### src/rtl/bg_palette_ctrl.sv
// Background palette: sixteen 24-bit entries with registered lookup, host writes
// deferred to vertical blank, and a frame-driven rotation of an entry range.
//
// state | meaning
// IDLE  | no host write pending, wr_req accepted
// PEND  | write latched, waiting for a vblank cycle free of rotation
module bg_palette_ctrl #(
   parameter int CYC_LO     = 9,
   parameter int CYC_HI     = 11,
   parameter int CYC_FRAMES = 8
) (
   input  logic        Clk,
   input  logic        Reset,
   input  logic        vblank,
   input  logic        pix_valid,
   input  logic [3:0]  pix_index,
   output logic        rgb_valid,
   output logic [7:0]  red_bgdata,
   output logic [7:0]  green_bgdata,
   output logic [7:0]  blue_bgdata,
   input  logic        wr_req,
   input  logic [3:0]  wr_addr,
   input  logic [23:0] wr_data,
   output logic        wr_ack,
   output logic        busy,
   input  logic        cyc_en
);

   localparam int CW = $clog2(CYC_FRAMES) + 1;
   localparam logic [CW-1:0] FRM_LAST = CW'(CYC_FRAMES - 1);
   localparam logic [3:0]    LO_IX    = 4'(CYC_LO);
   localparam logic [3:0]    HI_IX    = 4'(CYC_HI);

   localparam logic [23:0] PAL_RST [16] = '{
      24'h57B8FA, 24'h010308, 24'hFFFFFF, 24'h002FA2,
      24'hCC8A5E, 24'h518425, 24'h426823, 24'h5B9C20,
      24'hCC8A5E, 24'h9E5636, 24'h91563B, 24'h6C3B37,
      24'hE1DFDC, 24'h94CE51, 24'hFFFFFF, 24'hFFFFFF
   };

   typedef enum logic {
      IDLE = 1'b0,
      PEND = 1'b1
   } state_t;

   state_t         state_q, state_d;
   logic [3:0]     wr_addr_q;
   logic [23:0]    wr_data_q;
   logic           wr_ack_q;
   logic           vblank_d_q;
   logic [CW-1:0]  frm_cnt_q, frm_cnt_d;
   logic [23:0]    pal_q [16];
   logic [23:0]    pal_d [16];
   logic           rgb_valid_q;
   logic [23:0]    rgb_q;

   logic           vb_rise;
   logic           rot_step;
   logic           commit;
   logic           latch_req;

   assign vb_rise  = vblank & ~vblank_d_q;
   assign rot_step = vb_rise & cyc_en & (frm_cnt_q == FRM_LAST);

   always_comb begin
      frm_cnt_d = frm_cnt_q;
      if (!cyc_en) begin
         frm_cnt_d = '0;
      end else if (vb_rise) begin
         frm_cnt_d = (frm_cnt_q == FRM_LAST) ? '0 : frm_cnt_q + 1'b1;
      end
   end

   // Rotation owns the cycle; a due commit waits for the next vblank cycle.
   always_comb begin
      state_d   = state_q;
      commit    = 1'b0;
      latch_req = 1'b0;
      busy      = 1'b0;
      unique case (state_q)
         IDLE: begin
            if (wr_req) begin
               latch_req = 1'b1;
               state_d   = PEND;
            end
         end
         PEND: begin
            busy = 1'b1;
            if (vblank && !rot_step) begin
               commit  = 1'b1;
               state_d = IDLE;
            end
         end
         default: state_d = IDLE;
      endcase
   end

   always_comb begin
      pal_d = pal_q;
      if (rot_step) begin
         for (int i = CYC_LO; i < CYC_HI; i++) begin
            pal_d[4'(i)] = pal_q[4'(i + 1)];
         end
         pal_d[HI_IX] = pal_q[LO_IX];
      end else if (commit) begin
         pal_d[wr_addr_q] = wr_data_q;
      end
   end

   always_ff @(posedge Clk) begin
      if (Reset) begin
         state_q     <= IDLE;
         wr_addr_q   <= '0;
         wr_data_q   <= '0;
         wr_ack_q    <= 1'b0;
         vblank_d_q  <= 1'b0;
         frm_cnt_q   <= '0;
         pal_q       <= PAL_RST;
         rgb_valid_q <= 1'b0;
         rgb_q       <= '0;
      end else begin
         state_q     <= state_d;
         wr_ack_q    <= commit;
         vblank_d_q  <= vblank;
         frm_cnt_q   <= frm_cnt_d;
         pal_q       <= pal_d;
         rgb_valid_q <= pix_valid;
         rgb_q       <= pix_valid ? pal_q[pix_index] : 24'h000000;
         if (latch_req) begin
            wr_addr_q <= wr_addr;
            wr_data_q <= wr_data;
         end
      end
   end

   assign rgb_valid    = rgb_valid_q;
   assign red_bgdata   = rgb_q[23:16];
   assign green_bgdata = rgb_q[15:8];
   assign blue_bgdata  = rgb_q[7:0];
   assign wr_ack       = wr_ack_q;

endmodule

### config.mk
export PLATFORM = sky130hd
export DESIGN_NAME = bg_palette_ctrl
export DESIGN_NICKNAME = d
export VERILOG_FILES = /design/src/rtl/bg_palette_ctrl.sv
export SDC_FILE = /design/constraint.sdc
export NUM_CORES = 1
export LEC_CHECK = 0
export BUFFER_PORTS_ARGS = -buffer_cell sky130_fd_sc_hd__buf_2
export CORE_ASPECT_RATIO = 1.4
export CORE_MARGIN = 1.5
export CORE_UTILIZATION = 64
export CTS_BUF_LIST = sky130_fd_sc_hd__clkbuf_2
export CTS_CLUSTER_DIAMETER = 60
export CTS_CLUSTER_SIZE = 28
export DETAILED_ROUTE_END_ITERATION = 12
export PLACE_DENSITY_LB_ADDON = 0.15
export SYNTH_ARGS = -nofsm -noshare
export SYNTH_HDL_FRONTEND = slang
export SYNTH_SLANG_ARGS = --single-unit
### constraint.sdc
create_clock -name Clk -period 1.92 [get_ports Clk]
set_input_delay 0.48 -clock Clk [delete_from_list [all_inputs] [get_ports Clk]]
set_output_delay 0.48 -clock Clk [all_outputs]
set_load 0.005 [all_outputs]
==> results.cfg, run 1 <==
[global_route]
grt_pass1_vias = 16754
grt_first_pass_wirelength_um = 93400
track_usage_pct = 38.9
grt_start_max_net_pins = 89
overflow = 0
antenna_found_initial = 5

[cts]
clk-insertion-delay-late_ps = 1170
cts_buffer_depth = 3
htree_levels = 1
cts_tree = built
cts_made_buffers = 27
clock-sinks = 444
cts_root_buf = clkbuf_2
clk_pin_slew_ps = 450

[cells_and_area]
synthToLayoutAreaGrowth_pct = 16.8
finalInstanceArea_mm2 = 0.0224
drive_gt1_share_pct = 16.3
finalNetCount = 2310

[placed_design]
place.gp.congestion = 0.865
placed_area_mm2 = 0.0207
port_buffers = 64
dp_slack_ps = -38.6
place_hpwl_um = 37300

[routing]
drcViolationCount = 0
routedWlPerCell_um = 24.2
vias = 17427
routed_wl_um = 64700
via_per_inst = 6.51
drtPass1Iterations = 8
postRouteAntennaNets = 0
first_iter_violations = 1993

[timing]
setup-violations-final = 70
report.final.hold_viol_count = 0
setup_slack_ps = -276
final-max-slew-violation-count = 0
max_freq_ghz = 0.455
slew_headroom_pct = 52.5
period_share_pct = 114
rsz0062_at_grt = yes
fin_crit_ps = 2200
skew_ps = 92.8
tightest_slew_ps = 711

[die]
start_util_pct = 65.3
die_area_mm2 = 0.0310
row_count = 74
die_h_um = 208
coreArea_mm2 = 0.0294
io_pins = 65
die_w_um = 149

[setup_path]
start_kind = flop
slowest_delay_ps = 500
critPathSlowestCell = dfxtp_4
critPathMaxFanout = 7
cp_cell_sequence = buf_6
critical_path_class = flop to output port
crit_family = flip-flops
crit_buf_inv = 1
cp-end-kind = output port
worstPathRequired_ps = 1440
arrival_ps = 1720

[yosys]
yosys_warnings = 0
syn_avg_cell_area_um2 = 8.88
seq_area_frac_synth_pct = 46.3
synth-async-reset-ratio_pct = 0
syn_inst = 2159
synth_ff_type = dfxtp_1
syn_area_mm2 = 0.0192
synthesis.nets = 2198
synth-edff-count = 0
synth-seq-cells = 444
synth_cell_types = 48

[power_and_ir_drop]
p_leak_uw = 0.00904
vdd_drop_max_mv = 0.790
power_density_mw_per_mm2 = 697
total_power_uw = 15600

[min_path]
hold_class = input port to flop

[status]
failed_checks = negative setup slack
outcome = finished with violations

[job]
drv_cap = 0
[logic make-up (layout without fill, tap and decap cells)]
family | after synthesis | in the layout | share of synthesized area (%)
AOI/OAI and AO/OA | 485 | 485 | 15.6
DFF | 444 | 444 | 46.3
muxes | 231 | 231 | 13.6
xor gates and xnor gates | 1 | 1 | 0.0457
adders and majority gates | 1 | 1 | 0.0652
and+or+nand+nor | 768 | 768 | 18.8
buffers and inverters | 229 | 362 | 5.57
other | 0 | 4 | 0
[cell usage after synthesis (41+ instances only)]
cell      number  area (um2)
nand3b_1      41         308
nand2_1      336        1260
o21ai_0       45         225
nor2_1       114         428
nor3_1       137         686
a21oi_1      264        1320
nand2b_1      58         363
mux2i_1      206        2060
clkbuf_1     123         462
dfxtp_1      444        8890
buf_2         50         250
a22oi_1       53         398
[per-layer routing]
metal | part of all wire (%) | GRT usage [%] | vias up
met3 | 9.5 | 5.78 | 307
met5 | 0.015 | 0 | -
met2 | 47 | 64.8 | 980
met1 | 35 | 46.7 | 8385
met4 | 7.8 | 24.3 | 2
li1 | - | - | 7753
[layout make-up]
class	count	area, um2
Fill cell	1996	6950
Inverter	24	90.1
Clock buffer	29	145
Sequential cell	444	8930
Multi-Input combinational cell	1486	9430
Clock inverter	21	305
Timing Repair Buffer	288	3010
Antenna cell	4	10.0
Tap cell	380	475
[cell usage in the layout (no fill, tap or decap), types with 29 or more instances in the layout]
cell | synthesis | routed
o21ai_0 | 45 | 45
nand2b_1 | 58 | 58
buf_4 | 15 | 98
a21oi_1 | 264 | 256
nor2_1 | 114 | 113
buf_12 | 0 | 49
nand2_1 | 336 | 336
mux2i_1 | 206 | 206
buf_2 | 50 | 50
a22oi_1 | 53 | 53
nand3b_1 | 41 | 41
clkbuf_2 | 0 | 29
dfxtp_1 | 444 | 418
nor3_1 | 137 | 129
dlygate4sd3_1 | 0 | 65
[state kept, by name (all words and copies together), names as in the netlist, 4 cells and up]
name,cells
wr_data_q,24
wr_addr_q,4
rgb_q,24
pal_q,384
frm_cnt_q,4
[stage by stage]
| step | std cells | util [%] | TNS [ps] | hold WS (ps) |
|---|---|---|---|---|
| final | 2676 | 76.3 | -7530 | 45.0 |
| after global routing | 2674 | 76.3 | -10840 | 44.1 |
| after CTS | 2650 | 74.5 | -5910 | 4.94 |
| after detailed placement | 2536 | 70.7 | -187 | 444 |
| after global placement | 2536 | 70.7 | 0 | 440 |
| after floorplan | 2159 | - | 0 | 433 |
[power breakdown]
group	switching, uW	internal (uW)
Sequential	197	9420
Clock	3460	895
Combinational	912	732
Total	4570	11000
[final timing paths]
path,from,to,slack (ps),cells past startpoint
setup / recovery,state_q$_SDFF_PP0_,busy,-280,1
hold / removal,pix_valid,rgb_q[19]$_SDFF_PP0_,40,6
setup reg to reg,frm_cnt_q[0]$_SDFFE_PP0N_,pal_q[304]$_SDFFE_PP0P_,-110,8
hold reg to reg,pal_q[159]$_SDFFE_PP0P_,pal_q[111]$_SDFFE_PP0P_,440,2
[what timing repair did]
action                                 CTS  global route
hold buffers                            64             1
pin swaps                                0             4
cloned                                   0             8
setup endpoints to repair               27            90
endpoints found under the hold margin  355             1
gates resized for setup                 15            56
setup buffers                            1            13
(Power assumes the default switching activity.)
==> run 2: changes to the inputs <==
--- a/config.mk
+++ b/config.mk
@@ -8,7 +8,7 @@
 export BUFFER_PORTS_ARGS = -buffer_cell sky130_fd_sc_hd__buf_2
 export CORE_ASPECT_RATIO = 1.4
 export CORE_MARGIN = 1.5
-export CORE_UTILIZATION = 64
+export CORE_UTILIZATION = 30
 export CTS_BUF_LIST = sky130_fd_sc_hd__clkbuf_2
 export CTS_CLUSTER_DIAMETER = 60
 export CTS_CLUSTER_SIZE = 28
==> results.cfg, run 2 (synthesis results as in run 1) <==
[status]
outcome = finished with violations
failed_checks = negative setup slack

[cells_and_area]
final_cell_mix = dfxtp_1 (419), nand2_1 (336), a21oi_1 (263), mux2i_1 (206), buf_4 (172)
top_regs = pal_q: 384 flops, rgb_q: 24 flops, wr_data_q: 24 flops
final_common_cell = dfxtp_1
drive_gt1_share_pct = 18.7
largest_register = pal_q
largest_reg_flops = 384
synthToLayoutAreaGrowth_pct = 22.9
finalInstanceArea_mm2 = 0.0236
finalNetCount = 2399
n_fill_cell = 6349

[timing]
report.final.hold_viol_count = 0
final-max-slew-violation-count = 0
max_freq_ghz = 0.461
slew_headroom_pct = 50.3
setup_slack_ps = -248
rsz0062_at_grt = yes
tightest_slew_ps = 745
period_share_pct = 113
fin_crit_ps = 2170
skew_ps = 140
setup-violations-final = 31

[power_and_ir_drop]
power_density_mw_per_mm2 = 677
total_power_uw = 16000
seqPwrFrac_pct = 60.1
combPwrFrac_pct = 11.7
clockPowerShare_pct = 28.2
netSwitchingPower_uw = 4790
p_int_uw = 11200
swShare_pct = 30.0
vdd_drop_max_mv = 0.463
p_leak_uw = 0.00953

[min_path]
hold_class = input port to flop

[global_route]
grt_first_pass_wirelength_um = 108000
track_usage_pct = 22.1
grt_pass1_vias = 16488
antenna_found_initial = 1
overflow = 0
grt_start_max_net_pins = 91

[placed_design]
placed_area_mm2 = 0.0220
port_buffers = 64
place_hpwl_um = 48600
place.gp.congestion = 0.809

[cts]
htree_levels = 2
cts_buffer_depth = 3
cts_tree = built
clk-insertion-delay-late_ps = 1140
clock-sinks = 444
clk_pin_slew_ps = 400
cts_root_buf = clkbuf_2
cts_made_buffers = 34

[setup_path]
cp_cell_sequence = buf_6
crit_family = flip-flops
slowest_delay_ps = 450
cp-end-kind = output port
critical_path_class = flop to output port
critPathSlowestCell = dfxtp_4
arrival_ps = 1690
worstPathRequired_ps = 1440
critPathMaxFanout = 1
crit_buf_inv = 1
start_kind = flop

[die]
die_h_um = 302
die_area_mm2 = 0.0655
io_pins = 65
coreArea_mm2 = 0.0631
row_count = 109
die_w_um = 217
start_util_pct = 30.4

[routing]
drtPass1Iterations = 5
via_per_inst = 5.17
postRouteAntennaNets = 0
routed_wl_um = 72700
routedWlPerCell_um = 22.6
vias = 16637
first_iter_violations = 1178
drcViolationCount = 0

[job]
drv_cap = 0
[run 2: changes by cell type in the layout (fill, tap and decap cells not counted), moves of 4 or more]
cell	change
a21oi_1	+7
inv_6	+5
nor3_1	+6
buf_4	+74
clkinv_8	-6
nor3_2	-4
buf_12	+10
clkinv_2	+4
clkbuf_2	+6
clkbuf_16	-6
a21oi_2	-7
[run 2: worst paths after layout]
path / cells past startpoint / slack [ps] / to / from
min reg2reg: 2 / 460 / pal_q[111]$_SDFFE_PP0P_ / pal_q[159]$_SDFFE_PP0P_
max: 1 / -250 / red_bgdata[0] / rgb_q[16]$_SDFF_PP0_
min: 4 / 270 / pal_q[307]$_SDFFE_PP0P_ / Reset
max reg2reg: 9 / -20 / pal_q[362]$_SDFFE_PP0P_ / frm_cnt_q[1]$_SDFFE_PP0N_
[run 2: per-layer routing]
metal	wire length (um)	vias to the layer above	share of wire [%]	GRT usage, %
li1	-	7926	-	-
met1	30900	8240	43	27.2
met2	37000	379	51	40.1
met3	2590	92	3.6	2.31
met4	2190	0	3.0	7.36
met5	0	-	0	0
[run 2: what timing repair did]
item,4_1_cts,5_1_grt
gates resized for setup,35,30
setup endpoints to repair,37,50
gates cloned,1,1
endpoints found under the hold margin,245,0
hold buffers,67,0
pin swaps,1,2
buffers inserted,9,10
[run 2: layout make-up]
cell class                 count  area [um2]  area share, %
multi-input combinational   1486        9380           39.8
sequential                   444        8930           37.9
timing repair buffer         370        3710           15.8
tap                          832        1040           4.42
clock inverter                25         243           1.03
clock buffer                  35         175          0.743
inverter                      24        90.1          0.382
antenna                        1        2.50         0.0106
[run 2: per-stage QoR]
stage | setup TNS (ps) | std cells | worst slack [ps] | util [%] | hold WS (ps)
6_report | -4910 | 3217 | -248 | 37.3 | 272
5_1_grt | -7990 | 3217 | -367 | 37.3 | 193
4_1_cts | -8090 | 3205 | -357 | 37.0 | 164
3_5_place_dp | -8440 | 3068 | -221 | 34.9 | 447
3_3_place_gp | -6960 | 3068 | -288 | 34.9 | 441
2_1_floorplan | 0 | 2159 | 172 | - | 433
[run 2: power by group through the flow]
stage	clock network [uW]	logic (uW)	registers, uW
5_1_grt	4990	2000	9610
3_5_place_dp	0	1670	9710
2_1_floorplan	0	921	9590
3_3_place_gp	0	1660	9720
6_report	4500	1870	9580
4_1_cts	4670	1850	9580
